### config.mk
export PLATFORM = sky130hd
export DESIGN_NAME = mem_port_arbiter_flat
export DESIGN_NICKNAME = d
export VERILOG_FILES = /design/src/rtl/mem_port_arbiter_if.sv /design/src/rtl/mem_port_arbiter.sv /design/src/flat_wrapper.sv
export SDC_FILE = /design/constraint.sdc
export NUM_CORES = 1
export LEC_CHECK = 0
export ABC_AREA = 1
export CAP_MARGIN = 5
export CORE_AREA = 4 4 166 168
export CTS_BUF_LIST = sky130_fd_sc_hd__clkbuf_4 sky130_fd_sc_hd__clkbuf_8
export CTS_CLUSTER_DIAMETER = 50
export DETAILED_ROUTE_END_ITERATION = 10
export DIE_AREA = 0 0 170 172
export DONT_BUFFER_PORTS = 1
export PLACE_DENSITY = 0.3
export SYNTH_ARGS = -nofsm -noshare
export SYNTH_HDL_FRONTEND = slang
export SYNTH_SLANG_ARGS = --single-unit
export TNS_END_PERCENT = 1
### constraint.sdc
create_clock -name clk -period 1.95 [get_ports clk]
set_input_delay 0.0975 -clock clk [delete_from_list [all_inputs] [get_ports clk]]
set_output_delay 0.0975 -clock clk [all_outputs]
set_load 0.02 [all_outputs]
### src/rtl/mem_port_arbiter_if.sv
// -----------------------------------------------------------------------------
// mem_port_arbiter_if
// Bundles the three requester handshakes (fetch, load, store) and the single
// memory port used by mem_port_arbiter.
//   slave  : arbiter view (receives requests and mem_rdata, drives grants,
//            read returns, the memory strobe/address/data and busy)
//   master : environment view (core requesters plus the memory itself)
// Parameter ADDR_W sets the byte-address width of every address signal.
// -----------------------------------------------------------------------------
interface mem_port_arbiter_if #(
  parameter int ADDR_W = 32
);
  logic              f_req;
  logic [ADDR_W-1:0] f_addr;
  logic              f_gnt;
  logic              f_rvalid;
  logic [31:0]       f_rdata;

  logic              l_req;
  logic [ADDR_W-1:0] l_addr;
  logic              l_gnt;
  logic              l_rvalid;
  logic [63:0]       l_rdata;

  logic              s_req;
  logic [ADDR_W-1:0] s_addr;
  logic [63:0]       s_data;
  logic              s_gnt;

  logic              mem_en;
  logic              mem_we;
  logic [ADDR_W-1:0] mem_addr;
  logic [63:0]       mem_wdata;
  logic [63:0]       mem_rdata;

  logic              busy;

  modport slave (
    input  f_req, f_addr, l_req, l_addr, s_req, s_addr, s_data, mem_rdata,
    output f_gnt, f_rvalid, f_rdata, l_gnt, l_rvalid, l_rdata, s_gnt,
           mem_en, mem_we, mem_addr, mem_wdata, busy
  );

  modport master (
    output f_req, f_addr, l_req, l_addr, s_req, s_addr, s_data, mem_rdata,
    input  f_gnt, f_rvalid, f_rdata, l_gnt, l_rvalid, l_rdata, s_gnt,
           mem_en, mem_we, mem_addr, mem_wdata, busy
  );
endinterface

### src/rtl/mem_port_arbiter.sv
// -----------------------------------------------------------------------------
// mem_port_arbiter
// Sequences fetch (32-bit read), load (64-bit read) and store (64-bit write)
// requests onto one single-ported memory with at most one transaction in
// flight. Grants are combinational and only issue while the port is free
// (IDLE, or the RD_WAIT cycle in which the read latency expires). Reads
// return exactly RD_LAT cycles after their grant; stores commit on the
// grant edge, so stores can issue every cycle.
//
// Ports:
//   clk   - clock, rising edge
//   reset - synchronous, active-high
//   bus   - mem_port_arbiter_if.slave: f_/l_/s_ req/gnt handshakes,
//           f_/l_ rvalid/rdata returns, mem_en/we/addr/wdata/rdata, busy
// Parameters:
//   ADDR_W - byte-address width (must match the interface)
//   RD_LAT - memory read latency in cycles, 1..15
// Build option:
//   MEM_ARB_ROUND_ROBIN_EN - when defined, rotating priority starting after
//   the last granted requester (fetch -> load -> store -> fetch); when
//   undefined, fixed priority store > load > fetch.
// -----------------------------------------------------------------------------
module mem_port_arbiter #(
  parameter int ADDR_W = 32,
  parameter int RD_LAT = 2
) (
  input  logic              clk,
  input  logic              reset,
  mem_port_arbiter_if.slave bus
);

  typedef enum logic {IDLE, RD_WAIT} state_e;
  typedef enum logic [1:0] {
    REQ_F    = 2'd0,
    REQ_L    = 2'd1,
    REQ_S    = 2'd2,
    REQ_NONE = 2'd3
  } req_e;

  localparam logic [3:0] LAT_LOAD = 4'(RD_LAT);

  state_e            state_q;
  logic [3:0]        cnt_q;
  req_e              owner_q;
  logic              busy_q;
`ifdef MEM_ARB_ROUND_ROBIN_EN
  req_e              ptr_q;
`endif

  logic              expire;
  logic              port_free;
  req_e              win;
  logic [ADDR_W-1:0] addr_sel;
  logic              f_rv;
  logic              l_rv;

  // The read in flight returns its data in the last RD_WAIT cycle; that same
  // cycle already counts as a free port so reads can run back to back.
  assign expire    = (state_q == RD_WAIT) && (cnt_q == 4'd1);
  assign port_free = (state_q == IDLE) || expire;

  always_comb begin
    win = REQ_NONE;
    if (port_free && !reset) begin
`ifdef MEM_ARB_ROUND_ROBIN_EN
      // Search starts at the requester after the last granted one.
      case (ptr_q)
        REQ_F: begin
          if (bus.l_req)      win = REQ_L;
          else if (bus.s_req) win = REQ_S;
          else if (bus.f_req) win = REQ_F;
        end
        REQ_L: begin
          if (bus.s_req)      win = REQ_S;
          else if (bus.f_req) win = REQ_F;
          else if (bus.l_req) win = REQ_L;
        end
        default: begin
          if (bus.f_req)      win = REQ_F;
          else if (bus.l_req) win = REQ_L;
          else if (bus.s_req) win = REQ_S;
        end
      endcase
`else
      if (bus.s_req)      win = REQ_S;
      else if (bus.l_req) win = REQ_L;
      else if (bus.f_req) win = REQ_F;
`endif
    end
  end

  always_comb begin
    addr_sel = '0;
    case (win)
      REQ_F:   addr_sel = bus.f_addr;
      REQ_L:   addr_sel = bus.l_addr;
      REQ_S:   addr_sel = bus.s_addr;
      default: addr_sel = '0;
    endcase
  end

  assign bus.f_gnt     = (win == REQ_F);
  assign bus.l_gnt     = (win == REQ_L);
  assign bus.s_gnt     = (win == REQ_S);
  assign bus.mem_en    = (win != REQ_NONE);
  assign bus.mem_we    = (win == REQ_S);
  assign bus.mem_addr  = addr_sel;
  assign bus.mem_wdata = (win == REQ_S) ? bus.s_data : 64'h0;

  // A read cut off by reset never reports its data.
  assign f_rv = expire && (owner_q == REQ_F) && !reset;
  assign l_rv = expire && (owner_q == REQ_L) && !reset;

  assign bus.f_rvalid = f_rv;
  assign bus.l_rvalid = l_rv;
  assign bus.f_rdata  = f_rv ? bus.mem_rdata[31:0] : 32'h0;
  assign bus.l_rdata  = l_rv ? bus.mem_rdata : 64'h0;
  assign bus.busy     = busy_q && !reset;

  always_ff @(posedge clk) begin
    if (reset) begin
      state_q <= IDLE;
      cnt_q   <= 4'd0;
      owner_q <= REQ_F;
      busy_q  <= 1'b0;
`ifdef MEM_ARB_ROUND_ROBIN_EN
      ptr_q   <= REQ_F;
`endif
    end else begin
      if (win == REQ_F || win == REQ_L) begin
        state_q <= RD_WAIT;
        cnt_q   <= LAT_LOAD;
        owner_q <= win;
        busy_q  <= 1'b1;
      end else if (expire) begin
        state_q <= IDLE;
        cnt_q   <= 4'd0;
        busy_q  <= 1'b0;
      end else if (state_q == RD_WAIT) begin
        cnt_q   <= cnt_q - 4'd1;
      end
`ifdef MEM_ARB_ROUND_ROBIN_EN
      if (win != REQ_NONE) ptr_q <= win;
`endif
    end
  end

endmodule

### src/flat_wrapper.sv
// flat-port wrapper written by rule: the top's interface ports become plain ports
module mem_port_arbiter_flat 
#(
  parameter int ADDR_W = 32,
  parameter int RD_LAT = 2
)
  (clk, reset, bus_f_req, bus_f_addr, bus_l_req, bus_l_addr, bus_s_req, bus_s_addr, bus_s_data, bus_mem_rdata, bus_f_gnt, bus_f_rvalid, bus_f_rdata, bus_l_gnt, bus_l_rvalid, bus_l_rdata, bus_s_gnt, bus_mem_en, bus_mem_we, bus_mem_addr, bus_mem_wdata, bus_busy);
  mem_port_arbiter_if #(.ADDR_W(ADDR_W)) bus_i ();
  input  logic clk;
  input  logic reset;
  input wire logic [$bits(bus_i.f_req)-1:0] bus_f_req;
  input wire logic [$bits(bus_i.f_addr)-1:0] bus_f_addr;
  input wire logic [$bits(bus_i.l_req)-1:0] bus_l_req;
  input wire logic [$bits(bus_i.l_addr)-1:0] bus_l_addr;
  input wire logic [$bits(bus_i.s_req)-1:0] bus_s_req;
  input wire logic [$bits(bus_i.s_addr)-1:0] bus_s_addr;
  input wire logic [$bits(bus_i.s_data)-1:0] bus_s_data;
  input wire logic [$bits(bus_i.mem_rdata)-1:0] bus_mem_rdata;
  output wire logic [$bits(bus_i.f_gnt)-1:0] bus_f_gnt;
  output wire logic [$bits(bus_i.f_rvalid)-1:0] bus_f_rvalid;
  output wire logic [$bits(bus_i.f_rdata)-1:0] bus_f_rdata;
  output wire logic [$bits(bus_i.l_gnt)-1:0] bus_l_gnt;
  output wire logic [$bits(bus_i.l_rvalid)-1:0] bus_l_rvalid;
  output wire logic [$bits(bus_i.l_rdata)-1:0] bus_l_rdata;
  output wire logic [$bits(bus_i.s_gnt)-1:0] bus_s_gnt;
  output wire logic [$bits(bus_i.mem_en)-1:0] bus_mem_en;
  output wire logic [$bits(bus_i.mem_we)-1:0] bus_mem_we;
  output wire logic [$bits(bus_i.mem_addr)-1:0] bus_mem_addr;
  output wire logic [$bits(bus_i.mem_wdata)-1:0] bus_mem_wdata;
  output wire logic [$bits(bus_i.busy)-1:0] bus_busy;
  assign bus_i.f_req = bus_f_req;
  assign bus_i.f_addr = bus_f_addr;
  assign bus_i.l_req = bus_l_req;
  assign bus_i.l_addr = bus_l_addr;
  assign bus_i.s_req = bus_s_req;
  assign bus_i.s_addr = bus_s_addr;
  assign bus_i.s_data = bus_s_data;
  assign bus_i.mem_rdata = bus_mem_rdata;
  assign bus_f_gnt = bus_i.f_gnt;
  assign bus_f_rvalid = bus_i.f_rvalid;
  assign bus_f_rdata = bus_i.f_rdata;
  assign bus_l_gnt = bus_i.l_gnt;
  assign bus_l_rvalid = bus_i.l_rvalid;
  assign bus_l_rdata = bus_i.l_rdata;
  assign bus_s_gnt = bus_i.s_gnt;
  assign bus_mem_en = bus_i.mem_en;
  assign bus_mem_we = bus_i.mem_we;
  assign bus_mem_addr = bus_i.mem_addr;
  assign bus_mem_wdata = bus_i.mem_wdata;
  assign bus_busy = bus_i.busy;
  mem_port_arbiter #(.ADDR_W(ADDR_W), .RD_LAT(RD_LAT)) u_core (.clk(clk), .reset(reset), .bus(bus_i));
endmodule
# ---- Word level (Yosys, flattened, before mapping)
# Index checks and enable logic that the tools add are counted.
# W data, S select, Z words.
dict set report totals {
  reg_bits 7
  input_bits 229
  output_inout_bits 200
  elab_cells 39
}
dict set report op_classes {
  addsub 1
  eq_ne 5
  mux 13
  n_bitwise 1
  reduce_logical 15
}
# operator n
set op_table {}
lappend op_table {{$mux W64} 2}
lappend op_table {{$pmux W32 S3} 1}
lappend op_table {{$mux W32} 1}
lappend op_table {{$mux W2} 7}
lappend op_table {{$logic_and A1 B1 Y1} 7}
lappend op_table {{$eq A2 B1 Y1 const B} 2}
lappend op_table {{$eq A4 B1 Y1 const B} 1}
lappend op_table {{$logic_not A2 Y1} 2}
lappend op_table {{$sub A4 B1 Y4 const B} 1}
lappend op_table {{$reduce_bool A3 Y1} 1}
lappend op_table {{$reduce_or A3 Y1} 1}
lappend op_table {{$eq A2 B2 Y1 const B} 1}
lappend op_table {{$logic_or A1 B1 Y1} 2}
lappend op_table {{$mux W1} 2}
lappend op_table {{$ne A2 B2 Y1 const B} 1}
lappend op_table {{$reduce_bool A2 Y1} 1}
lappend op_table {{$logic_not A1 Y1} 1}
lappend op_table {{$not A1 Y1} 1}

# ---- Depth between registers and ports, before layout
dict set report depth {
  ltp_word 8
  mapped_depth 9
  depth_no_buf 7
}

# ---- Worst setup path after synthesis
# OpenSTA, ideal clock, no wires.
dict set report synth_path {
  path_kind {reg-to-output}
  startpoint {reg u_core.cnt_q[1]}
  endpoint {out bus_l_rdata[10]}
  arrival_time_ns 1.650
  required_ns 1.852
  path_slack_ns 0.202
  stages_incl_launch_ff 8
  path_buffers 1
  path_cell_list {dfxtp_1 -> inv_1 -> ha_1 -> nand3_1 -> nor2_1 -> inv_2 -> clkbuf_1 -> nor2_1}
}
dict set report synth_via {
  elab_chain_len 5
}
# item line_no
set synth_lines {}
lappend synth_lines {{start: declaration} mem_port_arbiter.sv:43} ;# logic [3:0] cnt_q;
lappend synth_lines {{start signal: assignment} mem_port_arbiter.sv:140} ;# cnt_q <= cnt_q - 4'd1;
lappend synth_lines {{$eq A4 B1 Y1} mem_port_arbiter.sv:59} ;# assign expire = (state_q == RD_WAIT) && (cnt_q == 4'd1);
lappend synth_lines {{$logic_and A1 B1 Y1} mem_port_arbiter.sv:59}
lappend synth_lines {{$logic_and A1 B1 Y1 (2 in series)} mem_port_arbiter.sv:112} ;# assign l_rv = expire && (owner_q == REQ_L) && !reset;
lappend synth_lines {{via bus_l_rvalid} flat_wrapper.sv:23} ;# output wire logic [$bits(bus_i.l_rvalid)-1:0] bus_l_rvalid;
lappend synth_lines {{$mux W64} mem_port_arbiter.sv:117} ;# assign bus.l_rdata = l_rv ? bus.mem_rdata : 64'h0;
lappend synth_lines {{end: declaration} flat_wrapper.sv:24} ;# output wire logic [$bits(bus_i.l_rdata)-1:0] bus_l_rdata;
# The timed path passes the listed nets, and every way through them passes these cells.

# ---- Worst setup path in the final report
dict set report layout_path {
  startpoint {reg u_core.cnt_q[1]}
  endpoint {out bus_mem_wdata[37]}
}
dict set report layout_via {
  elab_chain_len 7
}
# item line_no
set layout_lines {}
lappend layout_lines {{$eq A4 B1 Y1} mem_port_arbiter.sv:59}
lappend layout_lines {{$logic_and A1 B1 Y1} mem_port_arbiter.sv:59}
lappend layout_lines {{$logic_or A1 B1 Y1} mem_port_arbiter.sv:60} ;# assign port_free = (state_q == IDLE) || expire;
lappend layout_lines {{$logic_and A1 B1 Y1} mem_port_arbiter.sv:64} ;# if (port_free && !reset) begin
lappend layout_lines {{$mux W2} mem_port_arbiter.sv:64}
lappend layout_lines {{$eq A2 B2 Y1} mem_port_arbiter.sv:108} ;# assign bus.mem_wdata = (win == REQ_S) ? bus.s_data : 64'h0;
lappend layout_lines {{$mux W64} mem_port_arbiter.sv:108}
lappend layout_lines {{end: declaration} flat_wrapper.sv:29} ;# output wire logic [$bits(bus_i.mem_wdata)-1:0] bus_mem_wdata;
# No other way between the ends.

==> results_dict.tcl <==
set metrics [dict create \
    dieHeight_microns 172 \
    detail_route.iter0.violations 172 \
    synth_top_area_frac 0.257 \
    ys_seq_area_frac 0.0565 \
    max-vdd-ir-drop_v 0.000175 \
    syn_nets 754 \
    cts_tree "done" \
    clock-sinks 7 \
    cp.arrival_ps 1790 \
    antenna_found_initial 0 \
    pre_cts_slack_ps 71.0 \
    drive_above_1_share 0.408 \
    die_w_microns 170 \
    hold_class "in2reg" \
    status "finished, final reports clean" \
    synth_top_flop_cell "dfxtp_1" \
    crit_fanout 27 \
    port_buffers 0 \
    vias_per_cell 3.87 \
    grt_start_max_net_pins 67 \
    io_pins 429 \
    slew_headroom 0.636 \
    cap_viol_max_count 0 \
    die-area_sq_um 29200 \
    rsz0062_at_grt "yes" \
    layout_min_cycle_time_ps 1880 \
    final_nets 913 \
    cts.htree.levels 1 \
    clk_transition_reported_paths_ps 50 \
    final-setup-viol-count 0 \
    place_congestion 0.801 \
    synthTopCellsByArea "nor2_1 26%, nand4_1 24%, inv_1 21%, nand3_1 7.7%, dfxtp_1 5.6%" \
    routed_wirelength_mm 15.7 \
    grt_first_pass_wirelength_mm 21.5 \
    p_leak_uw 0.00285 \
    coreArea_sq_um 25900 \
    area_growth_pct 91.9 \
    synth_edf_count 0 \
    power_uw 1270 \
    synth_seq_cells 7 \
    yosysTopAreaCell "nor2_1" \
    dp.cells 998 \
    final-hold-violation-count 0 \
    startpoint_type "flop" \
    ys_types 19 \
    fin_cells 1016 \
    cts_buffer_depth 2 \
    drt.antenna.violating_nets 0 \
    grt_util_all_layers 0.0921 \
    maxSlewViolCount 0 \
    cts_buffers 3 \
    drt_first_pass_iters 4 \
    grt-ovfl-total 0 \
    diodes 0 \
    cts-root-buf "clkbuf_8" \
    synth.cell_area_sq_um 2480 \
    avgSynthCellArea_sq_um 4.74 \
    max_freq_mhz 531 \
    num_rows 59 \
    initial_core_util 0.0958 \
    crit_required_ps 1850 \
    synthArstFlopShare 0 \
    synth.most_common_cell "nor2_1" \
    setup_tns_ps 0 \
    grt_pass1_vias 3722 \
    via_count 3928 \
    worst_slew_pin_slew_ps 545 \
    insertion_delay_ps 230 \
    critPathCaptureType "output pin" \
    yosysWarnings 0 \
    skew_ps 2.85 \
    synthCells 523 \
    power_density_nw_per_um2 267 \
    dpl.hpwl_mm 12.3 \
    synthTopCellsByCount "170 x nor2_1, 140 x inv_1, 97 x nand4_1" \
    wl_per_cell_microns 15.5 \
    fin_hold_ws_ps 99.4 \
    fin_crit_sh 0.967 \
    route.detailed.drc 0 \
    worstSetupPathType "reg2out" \
    fin_ws_ps 65.3 \
]
critical path, cell delays in order (launching register included):
cell,delay [ps]
dfxtp_2,310
inv_2,70
ha_4,150
nand2_4,60
a21oi_4,160
buf_12,120
nand3_4,80
buf_8,170
buf_16,160
nor2_1,100
buf_4,150
power breakdown:
group / total, uW / internal (uW) / switching, uW
Sequential: 168 / 158 / 10.0
Clock: 210 / 139 / 70.6
Combinational: 892 / 332 / 561
Total: 1270 / 628 / 642
flip-flops by register name (all words and copies together) (netlist names):
| signal | cells |
|---|---|
| u_core.cnt_q | 4 |
| u_core.busy_q | 1 |
| u_core.owner_q | 2 |
worst paths after layout:
| kind | start | cells past startpoint | endpoint | slack [ps] |
|---|---|---|---|---|
| worst max-delay path | u_core.cnt_q[1] | 10 | bus_mem_wdata[37] | 70 |
| worst min-delay path | reset | 3 | u_core.owner_q[1] | 100 |
| worst max register to register | u_core.cnt_q[1] | 9 | u_core.cnt_q[0] | 460 |
| worst min register to register | u_core.owner_q[1] | 2 | u_core.owner_q[1] | 460 |
cell type report:
type	count	area (sq um)
Clock buffer	3	41.3
Tap cell	335	419
Clock inverter	1	5.00
Inverter	144	543
Sequential cell	7	143
Timing Repair Buffer	202	1750
Multi-Input combinational cell	324	1860
Fill cell	2997	21100
layer usage:
metal | vias up | track usage | wire length, microns
met2 | 225 | 0.173 | 8610
met1 | 1747 | 0.107 | 5620
met3 | 16 | 0.0203 | 1260
met4 | 0 | 0.0181 | 233
li1 | 1940 | - | -
met5 | - | 0 | 0
metrics by stage:
stage	instance area (sq um)	util
5_1_grt	4760	0.184
3_3_place_gp	4160	0.161
2_1_floorplan	2480	-
6_report	4760	0.184
4_1_cts	4560	0.176
3_5_place_dp	4160	0.161
what timing repair did:
item,in CTS,in global routing
endpoints found under the hold margin,2,0
cloned,5,0
resized for setup,28,61
hold buffers,1,0
pin swaps,1,5
setup buffers,8,0
endpoints found under the setup margin,116,142
cells in the final DEF, fill, tap and decap left out, types with 5 or more instances in the layout:
cell	synthesis	final
nor2_4	0	5
nand4_1	97	97
nor2_1	170	141
buf_6	5	8
buf_12	0	6
buf_4	2	180
nor2_2	0	24
nand3_1	38	7
nand3_2	0	30
dfxtp_1	7	5
inv_2	4	5
inv_1	140	138
nand2_1	7	6
kinds of logic after synthesis:
| group | Yosys count | share of synthesized area |
|---|---|---|
| buf+inv | 192 | 0.314 |
| flops | 7 | 0.0565 |
| fa+ha+maj | 2 | 0.0101 |
| xor+xnor | 3 | 0.0106 |
| simple gates | 312 | 0.589 |
| compound gates | 7 | 0.0202 |
No activity file was read; power rests on OpenSTA's default activity.
